==> src/rtl/mem_port_arbiter_pkg.sv <==
// Shared types for the memory port arbiter: read-return tag layout and defaults.
// Latency: n/a (types and constants only).
// Backpressure: n/a.
package mem_port_arbiter_pkg;

  // Tag ids are sized for the largest supported requester count (4).
  localparam int MAX_REQ          = 4;
  localparam int TAG_ID_W         = $clog2(MAX_REQ);
  localparam int LOCK_MAX_DEFAULT = 8;

  // One in-flight read: valid bit plus owning requester index.
  typedef struct packed {
    logic                vld;
    logic [TAG_ID_W-1:0] id;
  } tag_t;

endpackage

==> src/rtl/mem_port_arbiter_rr_arbiter.sv <==
// Rotating-priority pick: first requester at or after ptr, wrapping, gets the one-hot grant.
// Latency: purely combinational.
// Backpressure: none; a requester that is not picked simply stays pending.
module mem_port_arbiter_rr_arbiter #(
  parameter int N  = 2,
  parameter int PW = 1
) (
  input  logic [N-1:0]  req,
  input  logic [PW-1:0] ptr,
  output logic [N-1:0]  gnt
);

  logic          found;
  logic [PW:0]   sum;
  logic [PW-1:0] idx;

  // Scan ptr, ptr+1, ... modulo N and grant the first requester found.
  always_comb begin
    gnt   = '0;
    found = 1'b0;
    sum   = '0;
    idx   = '0;
    for (int off = 0; off < N; off++) begin
      sum = {1'b0, ptr} + (PW+1)'(off);
      if (sum >= (PW+1)'(N)) begin
        sum = sum - (PW+1)'(N);
      end
      idx = sum[PW-1:0];
      if (!found && req[idx]) begin
        gnt[idx] = 1'b1;
        found    = 1'b1;
      end
    end
  end

endmodule

==> src/rtl/mem_port_arbiter.sv <==
// Shares one RAM port among NUM_REQ requesters: round-robin with bounded burst lock, registered issue, tagged read return.
// Latency: gnt same cycle as req; mem_* one cycle after gnt; rvalid/rdata READ_LAT+1 cycles after gnt.
// Backpressure: a requester holds req and its fields until it sees gnt; ungranted requesters wait, returns are never stalled.
module mem_port_arbiter
  import mem_port_arbiter_pkg::*;
#(
  parameter int WIDTH     = 16,
  parameter int ADDR_BITS = 16,
  parameter int NUM_REQ   = 2,
  parameter int READ_LAT  = 1,
  parameter int LOCK_MAX  = LOCK_MAX_DEFAULT
) (
  input  logic                          clk,
  input  logic                          reset,
  input  logic [NUM_REQ-1:0]            req,
  input  logic [NUM_REQ-1:0]            req_we,
  input  logic [NUM_REQ-1:0]            req_lock,
  input  logic [NUM_REQ*ADDR_BITS-1:0]  req_addr,
  input  logic [NUM_REQ*WIDTH-1:0]      req_wdata,
  output logic [NUM_REQ-1:0]            gnt,
  output logic [NUM_REQ-1:0]            rvalid,
  output logic [WIDTH-1:0]              rdata,
  output logic [ADDR_BITS-1:0]          mem_addr,
  output logic                          mem_we,
  output logic [WIDTH-1:0]              mem_wdata,
  input  logic [WIDTH-1:0]              mem_q
);

  localparam int ID_W  = (NUM_REQ > 1) ? $clog2(NUM_REQ) : 1;
  localparam int CNT_W = $clog2(LOCK_MAX + 1);

  // Out-of-range configurations stop elaboration.
  generate
    if ((NUM_REQ < 2) || (NUM_REQ > 4) || (READ_LAT < 1) || (READ_LAT > 3)) begin : g_bad_params
      $error("mem_port_arbiter: NUM_REQ must be 2..4 and READ_LAT 1..3");
    end
  endgenerate

  logic [ID_W-1:0]      rr_ptr_q, rr_ptr_d;
  logic                 lock_vld_q, lock_vld_d;
  logic [ID_W-1:0]      lock_owner_q, lock_owner_d;
  logic [CNT_W-1:0]     lock_cnt_q, lock_cnt_d;
  logic [ADDR_BITS-1:0] mem_addr_q, mem_addr_d;
  logic                 mem_we_q, mem_we_d;
  logic [WIDTH-1:0]     mem_wdata_q, mem_wdata_d;
  logic [NUM_REQ-1:0]   rvalid_q, rvalid_d;
  logic [WIDTH-1:0]     rdata_q, rdata_d;
  tag_t                 tag_q [READ_LAT];
  tag_t                 tag_d [READ_LAT];

  logic [NUM_REQ-1:0]   rr_gnt;
  logic [NUM_REQ-1:0]   gnt_w;
  logic                 lock_hit;
  logic                 gnt_any;
  logic [ID_W-1:0]      g_idx;
  logic [CNT_W-1:0]     run_cnt;
  tag_t                 tag_out;

  mem_port_arbiter_rr_arbiter #(
    .N  (NUM_REQ),
    .PW (ID_W)
  ) u_rr_arbiter (
    .req (req),
    .ptr (rr_ptr_q),
    .gnt (rr_gnt)
  );

  // Grant selection: an unexpired lock owner that still requests with lock wins, else round-robin.
  always_comb begin
    lock_hit = lock_vld_q && req[lock_owner_q] && req_lock[lock_owner_q]
               && (lock_cnt_q < CNT_W'(LOCK_MAX));
    gnt_w = rr_gnt;
    if (lock_hit) begin
      gnt_w               = '0;
      gnt_w[lock_owner_q] = 1'b1;
    end
    gnt_any = |gnt_w;
    g_idx   = '0;
    for (int i = 0; i < NUM_REQ; i++) begin
      if (gnt_w[i]) begin
        g_idx = ID_W'(i);
      end
    end
  end

  assign gnt = gnt_w;

  // Next-state for pointer, lock run, issue registers, tag pipeline and return stage.
  always_comb begin
    rr_ptr_d     = rr_ptr_q;
    lock_vld_d   = lock_vld_q;
    lock_owner_d = lock_owner_q;
    lock_cnt_d   = lock_cnt_q;
    mem_addr_d   = mem_addr_q;
    mem_wdata_d  = mem_wdata_q;
    mem_we_d     = 1'b0;
    run_cnt      = '0;

    if (gnt_any) begin
      rr_ptr_d    = (int'(g_idx) == NUM_REQ - 1) ? '0 : g_idx + 1'b1;
      mem_addr_d  = req_addr[int'(g_idx)*ADDR_BITS +: ADDR_BITS];
      mem_wdata_d = req_wdata[int'(g_idx)*WIDTH +: WIDTH];
      mem_we_d    = req_we[g_idx];

      if (req_lock[g_idx]) begin
        // Continue the run only if this requester already owned the lock.
        run_cnt = (lock_vld_q && (lock_owner_q == g_idx)) ? lock_cnt_q + 1'b1 : CNT_W'(1);
        if (run_cnt >= CNT_W'(LOCK_MAX)) begin
          // Run exhausted: next grant goes through round-robin.
          lock_vld_d = 1'b0;
          lock_cnt_d = '0;
        end else begin
          lock_vld_d   = 1'b1;
          lock_owner_d = g_idx;
          lock_cnt_d   = run_cnt;
        end
      end else begin
        lock_vld_d = 1'b0;
        lock_cnt_d = '0;
      end
    end

    // Tags travel alongside the RAM access; the last stage lines up with valid mem_q.
    tag_d[0].vld = gnt_any && !req_we[g_idx];
    tag_d[0].id  = TAG_ID_W'(g_idx);
    for (int k = 1; k < READ_LAT; k++) begin
      tag_d[k] = tag_q[k-1];
    end

    tag_out = tag_q[READ_LAT-1];
    for (int i = 0; i < NUM_REQ; i++) begin
      rvalid_d[i] = tag_out.vld && (tag_out.id == TAG_ID_W'(i));
    end
    rdata_d = tag_out.vld ? mem_q : rdata_q;
  end

  // State registers with synchronous active-low reset; reset drops all in-flight tags.
  always_ff @(posedge clk) begin
    if (!reset) begin
      rr_ptr_q     <= '0;
      lock_vld_q   <= 1'b0;
      lock_owner_q <= '0;
      lock_cnt_q   <= '0;
      mem_addr_q   <= '0;
      mem_we_q     <= 1'b0;
      mem_wdata_q  <= '0;
      rvalid_q     <= '0;
      rdata_q      <= '0;
      for (int k = 0; k < READ_LAT; k++) begin
        tag_q[k] <= '0;
      end
    end else begin
      rr_ptr_q     <= rr_ptr_d;
      lock_vld_q   <= lock_vld_d;
      lock_owner_q <= lock_owner_d;
      lock_cnt_q   <= lock_cnt_d;
      mem_addr_q   <= mem_addr_d;
      mem_we_q     <= mem_we_d;
      mem_wdata_q  <= mem_wdata_d;
      rvalid_q     <= rvalid_d;
      rdata_q      <= rdata_d;
      for (int k = 0; k < READ_LAT; k++) begin
        tag_q[k] <= tag_d[k];
      end
    end
  end

  assign mem_addr  = mem_addr_q;
  assign mem_we    = mem_we_q;
  assign mem_wdata = mem_wdata_q;
  assign rvalid    = rvalid_q;
  assign rdata     = rdata_q;

endmodule
==> config.mk <==
export PLATFORM = sky130hd
export DESIGN_NAME = mem_port_arbiter
export DESIGN_NICKNAME = d
export VERILOG_FILES = /design/src/rtl/mem_port_arbiter_pkg.sv /design/src/rtl/mem_port_arbiter_rr_arbiter.sv /design/src/rtl/mem_port_arbiter.sv
export SDC_FILE = /design/constraint.sdc
export NUM_CORES = 1
export LEC_CHECK = 0
export ABC_AREA = 0
export CAP_MARGIN = 20
export CORE_MARGIN = 2
export CORE_UTILIZATION = 39
export DETAILED_ROUTE_END_ITERATION = 7
export MAX_ROUTING_LAYER = met4
export PLACE_DENSITY = 0.78
export SYNTH_ARGS = -nofsm -noshare
export SYNTH_HDL_FRONTEND = slang
export SYNTH_SLANG_ARGS = --single-unit
==> constraint.sdc <==
create_clock -name clk -period 1.9 [get_ports clk]
set_clock_uncertainty 0.15 [all_clocks]
set_input_delay 0.19 -clock clk [delete_from_list [all_inputs] [get_ports clk]]
set_output_delay 0.19 -clock clk [all_outputs]
set_load 0.05 [all_outputs]
==> results.yml <==
outcome:
  outcome: "completed"
timing:
  final_max_slew_viol_count: 0
  max_freq_mhz: 540
  tightestPinTransition_ps: 531
  slew_headroom_pct: 64.5
  grt_setup_unrepaired: "true"
  final_hold_viol_count: 0
  period_minus_slack_ps: 1850
  period_share_pct: 97.4
  final.setup.worst_slack_ps: 49.8
  setup_tns_ps: 0
  setup-violations-final: 0
floorplanning:
  die_x_um: 85.2
  row_count: 29
  dieArea_um2: 7250
  dieHeight_um: 85.2
  pin_count: 141
  coreArea_um2: 6350
  initial_core_util_pct: 40.5
yosys:
  yosys-top-cells-count: "dfxtp_1 (60), mux2i_1 (49), a21oi_1 (35), o21ai_0 (35), nor2_1 (23)"
  synthXorXnorAreaFrac_pct: 0.682
  synth_edf_count: 0
  synth_top_family_by_area: "multiplexers"
  yosysWarningCount: 0
  yosys-top-cells-area: "dfxtp_1 (47%), mux2i_1 (19%), a21oi_1 (6.8%)"
  synth-simple-area-share_pct: 9.40
  avgSynthCellArea_um2: 9.70
  synth_cell_type_count: 41
  synthCells: 265
  ys_ff_latch: 60
  synth.area.mux_share_pct: 19.1
  ys_seq_area_share_pct: 46.7
  synth-adder-area-share_pct: 0.487
  yosysMostFrequentCell: "dfxtp_1"
  async_flop_share_pct: 0
  syn_nets: 354
  synth_top_area_share_pct: 46.7
  yosysTopAreaCell: "dfxtp_1"
  synth.cell_area_um2: 2570
  synthFlopType: "dfxtp_1"
  synth_compound_area_share_pct: 17.8
routing:
  drt-wirelength-per-cell_um: 13.9
  drt_iter0_markers: 79
  finalWirelength_um: 6950
  via_per_inst: 4.94
  via_count: 2475
  route.detailed.drc: 0
  drtPass1Iterations: 4
  ant_nets: 0
global_route:
  use_met3_pct: 4.77
  grt_max_degree: 68
  met1_usage_pct: 23.2
  grt_use_total_pct: 19.4
  top_usage_layer: "met2"
  grt-ovfl-total: 0
  antenna_found_initial: 0
  grt_pass1_vias: 2336
  grt_pass1_wl_um: 11000
  met2_usage_pct: 31.5
clocking:
  numCtsBuffers: 9
  cts_tree: "yes"
  path_clk_slew_ps: 70
  root_buffer: "clkbuf_8"
  cts.sinks: 60
  insertion_delay_ps: 320
  cts_buffer_depth: 2
  htree_levels: 3
pwr:
  power.density_nw_per_um2: 816
  p_leak_nw: 1.86
  peakVddDrop_mv: 0.504
cells_and_area:
  nets: 508
  area_delta_synth_final_pct: 73.1
  layout-drive-gt1-share_pct: 13.9
  antenna_cells_inserted: 0
  fin_util_pct: 70.0
worst_setup_path:
  cp_max_fo: 4
  arrival_ps: 1510
  critPathRequiredTime_ps: 1560
  start_kind: "flop"
  endpoint_kind: "output pin"
  worstSetupPathType: "flop to output pin"
placed_design:
  io_buffers: 140
  place_ws_ps: -257
  hpwl_um: 4970
  routabilityCongestion: 0.742
worst_hold_path:
  hold_class: "input port to flop"
flow_run:
  cap_violations: 0
[state kept, by name, indices dropped and copies added, names as in the netlist]
| signal | count |
|---|---|
| lock_cnt_q | 4 |
| lock_vld_q | 1 |
| mem_wdata | 16 |
| rvalid | 2 |
| mem_addr | 16 |
| rdata | 16 |
| mem_we | 1 |
| rr_ptr_q | 1 |
| tag_q | 2 |
| lock_owner_q | 1 |
[where the power goes]
group / leakage [nW] / internal (mW) / switching [mW]
Clock: 0.113 / 0.768 / 0.487
Sequential: 0.497 / 1.35 / 0.0467
Combinational: 1.25 / 0.462 / 0.518
Total: 1.86 / 2.58 / 1.05
[final timing paths]
kind,from,to,slack (ps),cells after the start
setup reg to reg,lock_cnt_q[3]$_SDFFE_PN0N_,tag_q[0][1]$_SDFF_PN0_,120,7
setup / recovery,lock_cnt_q[3]$_SDFFE_PN0N_,gnt[0],50,5
hold / removal,req[0],rr_ptr_q$_SDFFE_PN0N_,220,3
hold reg to reg,tag_q[0][0]$_SDFF_PN0_,rvalid[0]$_SDFF_PN0_,260,1
[worst max-delay path, stage by stage, from the launching register on]
cell and delay [ps]:
dfxtp_2 330, nand2b_4 150, o21a_1 210, o21ai_4 180, and2_4 180, buf_12 130
[layout by cell type, fill, tap and decap left out, types with 3 or more instances in the layout]
| cell | Yosys | layout |
|---|---|---|
| nand2_1 | 4 | 4 |
| buf_4 | 1 | 18 |
| mux2i_1 | 49 | 47 |
| clkbuf_8 | 0 | 10 |
| dfxtp_1 | 60 | 57 |
| nor3_1 | 4 | 4 |
| clkinv_2 | 0 | 3 |
| buf_6 | 1 | 3 |
| and3_1 | 3 | 3 |
| nor2_1 | 23 | 23 |
| clkdlybuf4s50_1 | 0 | 136 |
| buf_12 | 2 | 5 |
| a21oi_1 | 35 | 35 |
| o21ai_0 | 35 | 35 |
[cell families after synthesis]
logic type                 after synthesis
buffers and inverters                   24
and+or+nand+nor                         47
muxes                                   49
xor gates and xnor gates                 2
adders and majority gates                1
DFF                                     60
AOI/OAI and AO/OA                       82
[what timing repair did]
item                       4_1_cts  5_1_grt
hold buffers                     0        0
gates resized for setup          5        9
pin swaps                        2        2
setup buffers                    2        3
setup endpoints to repair        2        2
gates cloned                     0        1
[per-layer routing]
layer	wire length, µm	vias to the layer above
met4	151	0
li1	-	1258
met2	3240	104
met3	510	14
met5	0	-
met1	3050	1099
[layout make-up]
type	count	area, µm²
multi-input cells	181	1250
repair buffers	164	1660
clock buffers	11	141
fillers	505	1900
inverters	3	11.3
clock inverters	5	75.1
well taps	77	96.3
flip-flops and latches	60	1210
[stage by stage]
stage | instances | instance area, µm² | hold WS (ps) | power [mW]
CTS | 498 | 4370 | 204 | 3.65
finish | 501 | 4450 | 224 | 3.63
detailed placement | 480 | 4140 | 256 | 2.37
floorplan | 265 | 2570 | 187 | 1.96
global route | 501 | 4450 | 264 | 3.79
global placement | 480 | 4140 | 238 | 2.36
(Power assumes the default switching activity.)
